<file path="src/rtl/fp_round_pack.sv">
// Round-to-nearest-even and IEEE-754 single-precision pack stage, 2-deep valid/ready pipeline.
// Define FP_FTZ_EN to flush denormal results to signed zero.
module fp_round_pack #(
    parameter int          PIPE_STAGES  = 2,
    parameter logic [31:0] QNAN_PATTERN = 32'h7FC00000
) (
    input  logic        clk,
    input  logic        rst,
    input  logic        in_valid,
    output logic        in_ready,
    input  logic        in_sign,
    input  logic [7:0]  in_exp,
    input  logic [23:0] in_man,
    input  logic [2:0]  in_grs,
    input  logic [1:0]  in_special,
    output logic        out_valid,
    input  logic        out_ready,
    output logic [31:0] out_result,
    output logic [3:0]  out_flags
);

    localparam logic [1:0] CLS_NORM = 2'b00;
    localparam logic [1:0] CLS_INF  = 2'b01;
    localparam logic [1:0] CLS_NAN  = 2'b10;

    generate
        if (PIPE_STAGES != 2) begin : g_bad_depth
            $error("fp_round_pack supports PIPE_STAGES == 2 only");
        end
    endgenerate

    // Returns {inexact, exp_r[8:0], man_r[23:0]}
    function automatic logic [33:0] round_rne(input logic [7:0] exp_in,
                                              input logic [23:0] man,
                                              input logic [2:0] grs);
        logic        round_up;
        logic [24:0] sum;
        logic [8:0]  exp_r;
        logic [23:0] man_r;
        round_up = grs[2] && (grs[1] || grs[0] || man[0]);
        sum      = {1'b0, man} + {24'd0, round_up};
        if (sum[24]) begin
            man_r = sum[24:1];
            exp_r = {1'b0, exp_in} + 9'd1;
        end else begin
            man_r = sum[23:0];
            exp_r = {1'b0, exp_in};
        end
        return {|grs, exp_r, man_r};
    endfunction

    // Returns {flags[3:0], result[31:0]}; flags = {invalid, overflow, underflow, inexact}
    function automatic logic [35:0] pack(input logic [1:0] cls, input logic sign,
                                         input logic [8:0] exp_r, input logic [23:0] man_r,
                                         input logic inexact);
        logic [31:0] res;
        logic [3:0]  flg;
        res = {sign, 31'd0};
        flg = 4'b0000;
        if (cls == CLS_NAN) begin
            res = QNAN_PATTERN;
            flg = 4'b1000;
        end else if (cls == CLS_INF) begin
            res = {sign, 8'hFF, 23'd0};
        end else if (cls != CLS_NORM || man_r == 24'd0) begin
            res = {sign, 31'd0};
        end else if (exp_r >= 9'd255) begin
            res = {sign, 8'hFF, 23'd0};
            flg = 4'b0101;
        end else if (!man_r[23]) begin
`ifdef FP_FTZ_EN
            res = {sign, 31'd0};
            flg = 4'b0011;
`else
            res = {sign, 8'd0, man_r[22:0]};
            flg = {2'b00, inexact, inexact};
`endif
        end else begin
            res = {sign, exp_r[7:0], man_r[22:0]};
            flg = {3'b000, inexact};
        end
        return {flg, res};
    endfunction

    logic        vld_p1, vld_p2;
    logic        adv_p1, adv_p2;
    logic        sign_p1, inexact_p1;
    logic [8:0]  exp_p1;
    logic [23:0] man_p1;
    logic [1:0]  cls_p1;

    assign adv_p2    = !vld_p2 || out_ready;
    assign adv_p1    = !vld_p1 || adv_p2;
    assign in_ready  = adv_p1;
    assign out_valid = vld_p2;

    always_ff @(posedge clk) begin
        if (rst) begin
            vld_p1     <= 1'b0;
            vld_p2     <= 1'b0;
            out_result <= 32'd0;
            out_flags  <= 4'd0;
        end else begin
            if (adv_p1) vld_p1 <= in_valid;
            if (adv_p2) begin
                vld_p2 <= vld_p1;
                if (vld_p1) {out_flags, out_result} <= pack(cls_p1, sign_p1, exp_p1, man_p1, inexact_p1);
            end
        end
    end

    // S1: round stage
    always_ff @(posedge clk) begin
        if (adv_p1 && in_valid) begin
            {inexact_p1, exp_p1, man_p1} <= round_rne(in_exp, in_man, in_grs);
            sign_p1 <= in_sign;
            cls_p1  <= in_special;
        end
    end

endmodule

</file>
<file path="config.mk">
export PLATFORM = sky130hd
export DESIGN_NAME = fp_round_pack
export DESIGN_NICKNAME = d
export VERILOG_FILES = /design/src/rtl/fp_round_pack.sv
export SDC_FILE = /design/constraint.sdc
export NUM_CORES = 1
export LEC_CHECK = 0
export CORE_MARGIN = 4
export CORE_UTILIZATION = 50
export DETAILED_ROUTE_END_ITERATION = 16
export HOLD_SLACK_MARGIN = 0.03
export PLACE_DENSITY_LB_ADDON = 0.05
export SYNTH_ARGS = -nofsm -noshare
export SYNTH_HDL_FRONTEND = slang
export SYNTH_SLANG_ARGS = --single-unit
</file>
<file path="constraint.sdc">
create_clock -name clk -period 2.17 [get_ports clk]
set_input_delay 0.217 -clock clk [delete_from_list [all_inputs] [get_ports clk]]
set_output_delay 0.217 -clock clk [all_outputs]
set_load 0.05 [all_outputs]
</file>
==> results.sh <==
export IMPL_syn_inst=317
export IMPL_antenna_diode_count=0
export IMPL_crit_fanout=5
export IMPL_whs_endpoint="sign_p1$_DFFE_PP_"
export IMPL_ir_drop_uv=349
export IMPL_clock_skew_ns=0.0154
export IMPL_synth_most_common_cell="dfxtp_1"
export IMPL_syn_to_final_growth_pct=39.1
export IMPL_grt_usage_pct=18.5
export IMPL_io_buffers=79
export IMPL_cts_setup_buffers=0
export IMPL_wl_per_cell_um=14.4
export IMPL_max_freq_ghz=0.475
export IMPL_synth_top_area_share_pct=31.9
export IMPL_slew_headroom_pct=45.7
export IMPL_tritoncts="done"
export IMPL_cts_sinks=75
export IMPL_synth_seq_cells=75
export IMPL_r2r_end="out_flags[1]$_SDFFE_PP0P_"
export IMPL_dp_hpwl_um=6060
export IMPL_critical_path_top_delay_family="simple AND/OR/NAND/NOR gates"
export IMPL_min_period_over_period_pct=97.0
export IMPL_grt_max_degree=38
export IMPL_cts_buffer_depth=2
export IMPL_ios=80
export IMPL_powerDensity_nw_per_um2=604
export IMPL_initial_core_util_pct=51.3
export IMPL_dieArea_um2=8380
export IMPL_dp_slack_ns=-0.341
export IMPL_synth_cells_most_frequent="dfxtp_1 (38), edfxtp_1 (37), nor2_1 (24), a22o_1 (22), nand2_1 (21)"
export IMPL_hold_path_class="input pin to flip-flop"
export IMPL_nFillCells=551
export IMPL_reg2regPathDepth=4
export IMPL_via_per_inst=5.37
export IMPL_drive_above_1_share_pct=18.2
export IMPL_finalWorstSetupSlack_ns=0.0659
export IMPL_place_congestion=0.838
export IMPL_synthFlopType="dfxtp_1"
export IMPL_cts_hold_buffers=0
export IMPL_hold_viol=0
export IMPL_synthArstFlopShare_pct=0
export IMPL_crit_type="input pin to flip-flop"
export IMPL_num_vias=2904
export IMPL_grt_pass1_vias=2669
export IMPL_ys_seq_area_share_pct=53.7
export IMPL_synth_avg_cell_area_um2=11.0
export IMPL_whs_path_depth=1
export IMPL_grt_pass1_wl_um=12500
export IMPL_yosys_area_top_type="edfxtp_1"
export IMPL_pwr_share_clk_pct=31.3
export IMPL_synth_area_leaders="edfxtp_1 (32%), dfxtp_1 (22%), a22o_1 (5.5%)"
export IMPL_ff2ff_setup_slack_ns=0.53
export IMPL_ys_types=47
export IMPL_pwr_share_seq_pct=54.3
export IMPL_drc_errors=0
export IMPL_min_period_ns=2.10
export IMPL_maxCapViolCount=0
export IMPL_antenna_found_initial=0
export IMPL_final_nets=484
export IMPL_internal_power_mw=2.19
export IMPL_overflow=0
export IMPL_setup_viol=0
export IMPL_required_ns=2.24
export IMPL_hp_start="in_sign"
export IMPL_p_sw_share_pct=25.2
export IMPL_synth_edf_count=37
export IMPL_arrival_ns=2.18
export IMPL_critical_path_max_stage_delay_ns=0.53
export IMPL_ant_nets=0
export IMPL_numCtsBuffers=9
export IMPL_r2r_start="man_p1[3]$_DFFE_PP_"
export IMPL_first_iter_violations=122
export IMPL_crit_chain="clkdlybuf4s50_1 > and2_1 > ha_1 > nand3_2 > or4_4 > buf_4 > nor4_4 > xor2_1"
export IMPL_clk_pin_slew_ns=0.08
export IMPL_cp_end_kind="flip-flop"
export IMPL_drv_slew=0
export IMPL_die_x_um=91.5
export IMPL_p_comb_share_pct=14.4
export IMPL_fin_total_pwr_mw=2.93
export IMPL_core_area_um2=6790
export IMPL_htree_levels=3
export IMPL_yosysWarnings=0
export IMPL_p_switching_mw=0.740
export IMPL_clk_latency_ns=0.33
export IMPL_routed_wl_um=7770
export IMPL_rows=30
export IMPL_cp_slowest_cell="or4_4"
export IMPL_synth_net_count=361
export IMPL_outcome="completed"
export IMPL_start_kind="input pin"
export IMPL_die_h_um=91.5
export IMPL_root_buffer="clkbuf_8"
export IMPL_dr_pass1_iters=5
export IMPL_cellLeakagePower_nw=1.76
export IMPL_synth_area_um2=3490
export IMPL_worst_slew_pin_slew_ns=0.814
export IMPL_cp_num_buf_inv=2
metal layers:
layer	GRT usage (%)	share of wire [%]	vias to the layer above
li1	-	-	1454
met1	25.7	47	1348
met5	0	0	-
met3	3.98	6.8	7
met4	4.90	1.1	0
met2	29.1	45	95
what timing repair did:
| action | in CTS | in global routing |
|---|---|---|
| endpoints found under the hold margin | 0 | 0 |
| resized for setup | 0 | 1 |
| endpoints found under the setup margin | 0 | 5 |
flip-flops by register name, indices dropped and copies added (netlist names):
register    flops
cls_p1          2
exp_p1          9
inexact_p1      1
man_p1         24
out_flags       4
out_result     32
out_valid       1
sign_p1         1
vld_p1          1
metrics by stage:
step,hold WS (ns),instances,instance area (um^2),TNS [ns],util [%]
after CTS,0.441,541,4850,0,71.3
after global placement,0.438,525,4680,-3.72,68.8
after global routing,0.439,541,4850,-0.0242,71.4
after floorplan,0.316,317,3490,0,-
final,0.453,541,4850,0,71.4
after detailed placement,0.453,525,4680,-4.80,68.8
power groups by stage:
| stage | clock (mW) | sequential, mW | combinational [mW] |
|---|---|---|---|
| after detailed placement | 0 | 1.62 | 0.423 |
| final | 0.919 | 1.59 | 0.423 |
| after CTS | 0.932 | 1.59 | 0.424 |
| after global placement | 0 | 1.62 | 0.417 |
| after floorplan | 0 | 1.68 | 0.135 |
| after global routing | 0.999 | 1.60 | 0.455 |
worst max-delay path by stage:
stage | start | to | slack, ns | cells past startpoint
after floorplan | out_valid$_SDFFE_PP0P_ | cls_p1[0]$_DFFE_PP_ | 0.09 | 3
after global placement | in_man[0] | exp_p1[7]$_DFFE_PP_ | -0.29 | 8
after detailed placement | in_man[0] | exp_p1[5]$_DFFE_PP_ | -0.34 | 8
after CTS | in_man[0] | exp_p1[7]$_DFFE_PP_ | 0.02 | 8
after global routing | in_man[0] | exp_p1[7]$_DFFE_PP_ | -0.02 | 8
final | in_man[0] | exp_p1[7]$_DFFE_PP_ | 0.07 | 8
cells by family (layout without fill, tap and decap cells):
family / Yosys count / in the layout / share of synthesized area [%]
AND/OR/NAND/NOR: 129 / 129 / 22.0
flip-flops: 75 / 75 / 53.7
AO/OA/AOI/OAI: 67 / 67 / 14.5
XOR/XNOR: 20 / 20 / 5.02
buffers and inverters: 19 / 147 / 2.58
multiplexers: 5 / 5 / 1.54
adder cells (fa/ha/maj): 2 / 2 / 0.717
layout by cell type (no fill, tap or decap), types with 10 or more instances in the layout:
| master | n |
|---|---|
| xnor2_1 | 13 |
| nor4_1 | 11 |
| nand3_1 | 11 |
| edfxtp_1 | 37 |
| buf_4 | 46 |
| and2_1 | 11 |
| clkbuf_8 | 10 |
| a22o_1 | 22 |
| dfxtp_1 | 38 |
| nor2_1 | 24 |
| clkdlybuf4s50_1 | 78 |
| nand2_1 | 21 |
final cells by class:
cell class	instances	area, um^2	share of cell area, %
Clock buffer	11	141	2.91
Clock inverter	5	28.8	0.593
Inverter	7	26.3	0.542
Multi-Input combinational cell	223	1540	31.7
Sequential cell	75	1870	38.6
Tap cell	96	120	2.48
Timing Repair Buffer	124	1130	23.2
Note: power is estimated with default switching activity, not from simulation.
